`src/rtl/pwm_capture.sv`:
```
// PWM period / high-time capture: synchronizes PWM_IN, measures rising-edge-to-rising-edge
// period and high time in CLK cycles, and flags a stuck input after TIMEOUT cycles.
module pwm_capture #(
    parameter int              CNT_W   = 28,
    parameter logic [CNT_W-1:0] TIMEOUT = 28'd50_000_000
) (
    input  logic             CLK,
    input  logic             RST_N,
    input  logic             EN,
    input  logic             PWM_IN,
    output logic [CNT_W-1:0] Period,
    output logic [CNT_W-1:0] Decode,
    output logic             VALID,
    output logic             TMO,
    output logic             LEVEL
);

    localparam logic [0:0] STATE_IDLE    = 1'b0;
    localparam logic [0:0] STATE_MEASURE = 1'b1;

    localparam logic [CNT_W-1:0] CNT_ONE = CNT_W'(1);
    localparam logic [CNT_W-1:0] CNT_MAX = '1;

    logic             s1, s2, s3;
    logic             rise;
    logic [0:0]       state;
    logic [CNT_W-1:0] period_cnt;
    logic [CNT_W-1:0] high_cnt;

    // Two-flop synchronizer plus a history flop for edge detection
    always_ff @(posedge CLK) begin
        if (!RST_N) begin
            s1 <= 1'b0;
            s2 <= 1'b0;
            s3 <= 1'b0;
        end else begin
            s1 <= PWM_IN;
            s2 <= s1;
            s3 <= s2;
        end
    end

    assign rise  = s2 & ~s3;
    assign LEVEL = s2;

    always_ff @(posedge CLK) begin
        if (!RST_N) begin
            state      <= STATE_IDLE;
            period_cnt <= '0;
            high_cnt   <= '0;
            Period     <= '0;
            Decode     <= '0;
            VALID      <= 1'b0;
            TMO        <= 1'b0;
        end else begin
            VALID <= 1'b0;
            if (!EN) begin
                state      <= STATE_IDLE;
                period_cnt <= '0;
                high_cnt   <= '0;
            end else begin
                case (state)
                    STATE_IDLE: begin
                        // The first edge after idle only arms; there is no full period yet
                        if (rise) begin
                            period_cnt <= CNT_ONE;
                            high_cnt   <= CNT_ONE;
                            state      <= STATE_MEASURE;
                        end
                    end
                    STATE_MEASURE: begin
                        // A rise outranks a timeout landing on the same cycle
                        if (rise) begin
                            Period     <= period_cnt;
                            Decode     <= high_cnt;
                            VALID      <= 1'b1;
                            TMO        <= 1'b0;
                            period_cnt <= CNT_ONE;
                            high_cnt   <= CNT_ONE;
                        end else if (period_cnt >= TIMEOUT) begin
                            state      <= STATE_IDLE;
                            Period     <= '0;
                            Decode     <= '0;
                            TMO        <= 1'b1;
                            period_cnt <= '0;
                            high_cnt   <= '0;
                        end else begin
                            if (period_cnt != CNT_MAX) begin
                                period_cnt <= period_cnt + CNT_ONE;
                            end
                            if (s2 && (high_cnt != CNT_MAX)) begin
                                high_cnt <= high_cnt + CNT_ONE;
                            end
                        end
                    end
                    default: state <= STATE_IDLE;
                endcase
            end
        end
    end

endmodule

```
`config.mk`:
```
export PLATFORM = sky130hd
export DESIGN_NAME = pwm_capture
export DESIGN_NICKNAME = d
export VERILOG_FILES = /design/src/rtl/pwm_capture.sv
export SDC_FILE = /design/constraint.sdc
export NUM_CORES = 1
export LEC_CHECK = 0
export ABC_AREA = 1
export CAP_MARGIN = 20
export CELL_PAD_IN_SITES_DETAIL_PLACEMENT = 1
export CELL_PAD_IN_SITES_GLOBAL_PLACEMENT = 1
export CORE_UTILIZATION = 43
export CTS_CLUSTER_DIAMETER = 60
export DETAILED_ROUTE_END_ITERATION = 10
export HOLD_SLACK_MARGIN = 0.15
export PLACE_DENSITY = 0.95
export SLEW_MARGIN = 10
export SYNTH_ARGS = -nofsm -noshare
export SYNTH_HDL_FRONTEND = slang
export SYNTH_SLANG_ARGS = --single-unit
```
`constraint.sdc`:
```
create_clock -name CLK -period 4.7 [get_ports CLK]
set_input_delay 0.94 -clock CLK [delete_from_list [all_inputs] [get_ports CLK]]
set_output_delay 0.94 -clock CLK [all_outputs]
set_load 0.03 [all_outputs]
```
# After elaboration in Yosys (flattened, before gate mapping)
# Index checks and enable logic that the tools add are counted.
# word_totals
register_bits	118
input_bits	4
output_inout_bits	59
elab_cells	46
# classes
n_addsub	2
n_lt_le_gt_ge	1
n_eq_ne	5
n_mux	18
bitwise_logic	3
reduce_logical	7
# op_table
operator	n
$mux 28	10
$pmux 28 s2	2
$add 28x1->28 const B	2
$ne 28x28->1 const B	2
$ge 28x26->1 const B	1
$ne 4x2->1 const B	2
$reduce_and 2->1	3
$reduce_and 3->1	2
$mux 1	5
$ne 2x2->1 const B	1
$not 1->1	2
$pmux 1 s2	1
$reduce_bool 2->1	1
$and 1x1->1	1
$logic_and 1x1->1	1

# Depth between registers and ports, before layout
# Gate-level depths: netlist of run 1.
# logic_depth
word_depth	6
depth_mapped	13

# Worst setup path after synthesis of run 1
# Ideal clock, no wire load.
# synth_path
kind	input to register
from	input port EN
to	register Decode[25]
arrival_ps	1858
t_required_ps	4630
path_slack_ps	2771
cell_stages	6
path_cell_list	nand2_1 nor2_1 buf_2 buf_1 nand2_1 a21oi_1
# synth_between
elab_chain_len	1
# synth_rtl
element	line_no	rtl
from (decl)	9	input logic EN,
$reduce_and 3->1 (no line)	--	
to (signal assigned)	75	Decode <= high_cnt;
to (decl)	12	output logic [CNT_W-1:0] Decode,
# No other way between the ends.
# A chain may end at the register's enable or synchronous reset.

# Worst setup path in the final report of run 1
# layout_path
from	register period_cnt[26]
to	register high_cnt[8]
# layout_between
elab_chain_len	4
word_cells_on_any_way	6
classes_between	1 x order compare; 1 x eq/ne; 3 x mux; 1 x reduce/logical
# layout_rtl
element	line_no	rtl
from (decl)	27	logic [CNT_W-1:0] period_cnt;
from (signal assigned)	89	period_cnt <= period_cnt + CNT_ONE;
$ge 28x26->1 *	80	end else if (period_cnt >= TIMEOUT) begin
$mux 28	80	
$mux 28	73	if (rise) begin
$pmux 28 s2	62	case (state)
to (signal assigned)	92	high_cnt <= high_cnt + CNT_ONE;
to (decl)	28	logic [CNT_W-1:0] high_cnt;
# Every way passes the cells marked *; elsewhere a longest branch is shown, timed or not.

==> metrics, run 1 <==
postcts setup bufs 0; crit share post-route 64.51%; distinct cell type count after synthesis 34; clk_lat worst skew 0.42 ns; dpl cell area 6701 um^2; Via density 5.623; FILL cells 1783; most used cell, CP nand2_1; synth warn 0; Net Count, Synth 941; diodes inserted 0; DIE AREA ~14000 um^2; final instance area 7333 um^2; antenna violations before repair 0; drt pass-1 iters 4; Critical Path Start Type flop; die height 119.9 um; Slew @ Worst Pin between 0.8 and 0.9 ns; CP max stage delay a little over 0.7 ns; CTS Buf Count 17; #FFs+latches synth 118; nets@finish roughly 990; Slew Viols, Final 0; max_slew headroom 40.02%; Critical Path Slowest Stage Cell nor2_2; 1st-iter DRT viols 630; post_cts resized 0; Yosys top cell by area dfxtp_1; worst vdd ir 0.2320 mV; Sequential Area 2362 um^2; total number of vias roughly 6600; core area 13400 um^2; kind of critical path reg2reg; top-area cell type share of the netlist area 39.53%; most common flop cell mapped by yosys dfxtp_1; CTS tree yes; grt ovf 0; Lkg Pwr 2.587 nW; CTS Root Cell clkbuf_16; EDFF count, synth 0; hold buffer count at cts 0; Post-Syn Instances approximately 930; ANT nets after route 0; Placer Congestion 0.8938; power density cells between 300 and 400 nW/um^2; max cap viols 0; largest net degree at the start of global routing 50; Final setup viols 0; Multi-input gate area 3093 um^2; Fin. Hold Viols 0; Commonest cells post-synth nand2_1 (305), nor2_1 (128), dfxtp_1 (118); Mapped Area 5976 um^2; min Tclk post-route between 3 and 4 ns; share of cells above drive strength 1 6.432%; RSZ-0062 raised after global routing no; Area growth syn-to-layout 22.72%; Worst EP arrival approximately 3.4 ns; top post-synthesis cells by area dfxtp_1 (40%), nand2_1 (19%), nor2_1 (8.0%); Buf/Inv on CP 1; total track usage between 30% and 40%; Critical Path RT 5.04 ns; Mapped Avg Cell Area roughly 6.4 um^2; Seq/Total Area, Yosys between 30% and 40%; async set-reset flop share out of synthesis 0%; placed insts 1139; Worst Path Max Fanout 27; CTS clock-pin slew for the worst setup and hold paths around 0.060 ns; post-DR wirelength/cell approximately 18 um; DRC 0; run status complete, no violations; DP HPWL 13090 um; Initial Utilization around 45%; Pwr Total 0.002496 W; worst path cell trace nor2_1 > o21ai_0 > inv_1 > nand2_1 > nor2_2 > nand3_4 > nand2_4 > nand2_1 > a21oi_1; CP endpoint kind flop; drt total wl approximately 21000 um; most common cell in the netlist nand2_1; Layout Cells excl Fill approximately 1200; row count between 40 and 50; cell family with most CP delay simple AND/OR/NAND/NOR gates; Ports 63; global-route wire length before repair 35060 um; Die W around 120 um; max frequency 0.3298 GHz; Clock Skew 0.007469 ns; Clock Sinks 118; vias in the first global route around 6800; I/O Buffers just over 60; worst min-delay path class reg2reg; setup TNS 0 ns; H-tree depth 4; Longest Clk Path Bufs 2
cell families after synthesis:
family | share of synthesized area [%]
compound gates | 9.987
xor+xnor | 2.052
fa+ha+maj | 0.6282
buf+inv | 8.941
flops | 39.53
simple gates | 38.86
final timing paths:
check	startpoint	endpoint	slack, ns	cells past startpoint
hold / removal	s1	LEVEL	0.43	2
hold reg to reg	s1	LEVEL	0.43	2
setup / recovery	period_cnt[26]	high_cnt[8]	1.67	9
setup reg to reg	period_cnt[26]	high_cnt[8]	1.67	9
power breakdown:
| part | internal, W | switching [W] |
|---|---|---|
| Sequential | 0.00100 | 0.00000561 |
| Combinational | 0.0000180 | 0.0000583 |
| Clock | 0.000914 | 0.000495 |
| Total | 0.00194 | 0.000559 |
worst reg2reg max path: stages (launching register included):
cell,delay (ns)
dfxtp_1,0.34
nor2_1,0.23
o21ai_0,0.16
inv_1,0.10
nand2_1,0.10
nor2_2,0.72
nand3_4,0.52
nand2_4,0.47
nand2_1,0.13
a21oi_1,0.19
flip-flops by register name, summed over array words and instances (netlist names):
name	flops
Decode	28
LEVEL	1
Period	28
TMO	1
VALID	1
high_cnt	28
period_cnt	28
s1	1
s3	1
state	1
cells in the final DEF (no fill, tap or decap), types with 17 or more instances in the layout:
master / instances
a21oi_1: 78
clkbuf_16: 17
clkdlybuf4s50_1: 62
dfxtp_1: 118
inv_1: 82
nand2_1: 305
nand3_1: 71
nor2_1: 127
o21ai_0: 25
per-layer routing:
layer / wire, um / global-route usage (%) / share of wire (%) / vias up
met1: 9324 / 40.13 / 43 / 3205
met2: 10160 / 50.90 / 47 / 255
met4: 702 / 14.30 / 3.3 / 0
li1: - / - / - / 3053
met5: 0 / 0 / 0 / -
met3: 1275 / 6.179 / 5.9 / 72
cell type report:
cell class	count	share of cell area, %
clock buffers	20	6.228
clock inverters	12	2.389
inverters	86	4.402
multi-input cells	686	42.18
flip-flops and latches	118	32.21
well taps	176	3.003
repair buffers	73	9.589
stage by stage:
step / utilization, % / hold slack, ns / worst slack (ns)
4_1_cts: 54.72 / 0.4251 / 1.768
3_5_place_dp: 50.01 / 0.4083 / 1.781
3_3_place_gp: 50.01 / 0.3948 / 1.848
5_1_grt: 54.72 / 0.4732 / 1.505
6_report: 54.72 / 0.4258 / 1.668
2_1_floorplan: - / 0.3905 / 2.771
No activity file was read; power rests on OpenSTA's default activity.
==> run 2: changes to the inputs <==
--- a/config.mk
+++ b/config.mk
@@ -9,11 +9,11 @@
 export CAP_MARGIN = 20
 export CELL_PAD_IN_SITES_DETAIL_PLACEMENT = 1
 export CELL_PAD_IN_SITES_GLOBAL_PLACEMENT = 1
-export CORE_UTILIZATION = 43
+export CORE_UTILIZATION = 40
 export CTS_CLUSTER_DIAMETER = 60
 export DETAILED_ROUTE_END_ITERATION = 10
 export HOLD_SLACK_MARGIN = 0.15
-export PLACE_DENSITY = 0.95
+export PLACE_DENSITY = 0.91
 export SLEW_MARGIN = 10
 export SYNTH_ARGS = -nofsm -noshare
 export SYNTH_HDL_FRONTEND = slang
==> constraint.sdc (replaced) <==
create_clock -name CLK -period 2.9 [get_ports CLK]
set_input_delay 0.58 -clock CLK [delete_from_list [all_inputs] [get_ports CLK]]
set_output_delay 0.58 -clock CLK [all_outputs]
set_load 0.03 [all_outputs]
==> run 2 against run 1 <==
Against the previous run: clock skew is essentially flat; critical path type unchanged; die area grew 7.4%; flip-flop and latch count is the same; design area shrank 0.26%; sequential share of layout area grew 0.083 points; highest routed layer unchanged; count of clock-buffer cells in the layout grew 2; maximum frequency grew 20%; total power grew 47%.
==> metrics, run 2 (synthesized netlist as in run 1, its figures left out) <==
Area growth syn-to-layout 22.40%; Longest Clk Path Bufs 2 (unchanged); Ports 63 (unchanged); Lkg Pwr 2.586 nW (about the same); commonest non-fill, non-tap cell in the layout nand2_1; setup TNS 0 ns (unchanged); drt total wl 20750 um (-3.3%); diodes inserted 0 (unchanged); hold buffer count at cts 0 (unchanged); post_cts resized 0 (unchanged); Slew @ Worst Pin 0.6172 ns (-0.2814 ns); Reg2Reg Setup Slack 0.37 ns (-1.30 ns); Reg-to-Reg Start period_cnt[21]; Reg2Reg Capture Point period_cnt[21]; Clock Skew 0.007797 ns (+0.0003280 ns); most frequent cells in the layout nand2_1 (305), nor2_1 (127), dfxtp_1 (118); post-DR wirelength/cell 17.53 um (-4.4%); GRT met1 Usage 34.91% (-5.2 points); largest net degree at the start of global routing 50 (unchanged); nets@finish 995 (+0.61%); DP HPWL 13450 um (+2.8%); worst hold start s1; Clock Sinks 118 (unchanged); clk_lat worst skew 0.43 ns (about the same); max_slew headroom 58.81% (+19 points); kind of critical path reg2reg; I/O Buffers 62 (unchanged); postcts setup bufs 0 (unchanged); met3 usage 5.172% (-1.0 points); 1st-iter DRT viols 497 (-21%); Fin. Hold Viols 0 (unchanged); antenna violations before repair 0 (unchanged); run status complete, no violations; total track usage 27.70% (-3.7 points); CTS clock-pin slew for the worst setup and hold paths 0.06 ns (about the same); max cap viols 0 (unchanged); Worst Path Max Fanout 14 (-48%); ANT nets after route 0 (unchanged); global-route wire length before repair 34020 um (-3.0%); Die W 124.2 um (+3.6%); max frequency 0.3947 GHz (+20%); Finished Core Util 50.33% (-4.4 points); DRC 0 (unchanged); min Tclk post-route 2.534 ns (-0.4980 ns); core area 14530 um^2 (+8.5%); row count 44 (+4.8%); Placer Congestion 0.8940 (about the same); crit share post-route 87.38% (+23 points); RSZ-0062 raised after global routing no; worst min-delay path class reg2reg; total number of vias 6447 (-2.1%); H-tree depth 4 (unchanged); Critical Path RT 3.22 ns (-1.82 ns); DIE AREA 15430 um^2 (+7.4%); share of cells above drive strength 1 6.800% (+0.37 points); power density cells 502.3 nW/um^2 (+48%); r2r worst-path depth 9 (unchanged); Worst EP arrival 2.85 ns (-0.52 ns); Final setup viols 0 (unchanged); die height 124.2 um (+3.6%); Min-Delay Endpoint LEVEL; grt peak-use layer met2; Critical Path Start Type flop; worst vdd ir 0.4331 mV (+87%); CTS Buf Count 17 (unchanged); Slew Viols, Final 0 (unchanged); worst hold margin 0.4126 ns (-0.01318 ns); vias in the first global route 6704 (-0.87%); WHS Path Cells 2 (unchanged); CTS tree yes; Initial Utilization 41.12% (-3.5 points); drt pass-1 iters 5 (+1); CP endpoint kind flop; Via density 5.445 (-3.2%); grt ovf 0 (unchanged); GR Util met2 44.36% (-6.5 points); CTS Root Cell clkbuf_16
[run 2: cell count changes in the layout (fill, tap and decap cells not counted)]
cell	delta
buf_4	+4
clkbuf_1	+1
buf_12	+2
clkinv_2	+3
inv_6	-1
nor2_4	+1
bufinv_16	-4
nor2_2	-1
clkbuf_8	+1
clkinvlp_4	-1
[run 2: area by class of cell]
cell class,count,area [um^2]
flip-flops and latches,118,2362
clock inverters,9,53.80
clock buffers,22,474.2
repair buffers,79,773.2
fillers,1928,7219
inverters,86,322.8
multi-input cells,686,3098
well taps,184,230.2
[run 2: report_power, final]
| part | internal, W | total (W) | switching [W] | leakage [nW] |
|---|---|---|---|---|
| Sequential | 0.00163 | 0.00164 | 0.00000882 | 0.951 |
| Combinational | 0.0000309 | 0.000126 | 0.0000953 | 1.37 |
| Clock | 0.00114 | 0.00191 | 0.000769 | 0.261 |
[run 2: how the worst max path moves through the flow]
stage	slack, ns	startpoint	cells past startpoint	end
floorplan	1.10	LEVEL	8	Decode[25]
global placement	0.55	EN	6	Decode[13]
global route	0.23	high_cnt[0]	11	high_cnt[20]
finish	0.37	period_cnt[21]	9	period_cnt[21]
CTS	0.41	period_cnt[21]	9	period_cnt[21]
detailed placement	0.51	high_cnt[1]	11	high_cnt[7]
[run 2: layer usage]
layer | part of all wire, % | vias up
met5 | 0 | -
met4 | 3.2 | 0
met3 | 5.6 | 66
met2 | 47 | 221
met1 | 45 | 3105
li1 | - | 3055
[run 2: worst max-delay path: stages, from the launching register on]
cell and delay, ns:
dfxtp_1 0.46, nand2_1 0.13, nor2_1 0.32, nand3_1 0.13, nand2_1 0.12, inv_2 0.05, nand3_1 0.38, inv_1 0.46
a31oi_1 0.31, nor2_1 0.06
[run 2: per-stage QoR]
step                      power [W]  cell area (um^2)  setup slack (ns)  instances
final                      0.003674              7315            0.3661       1184
after floorplan            0.001751              5976             1.102        934
after global routing       0.003778              7315            0.2291       1184
after CTS                  0.003683              7315            0.4115       1184
after global placement     0.001789              6787            0.5500       1153
after detailed placement   0.001793              6787            0.5122       1153
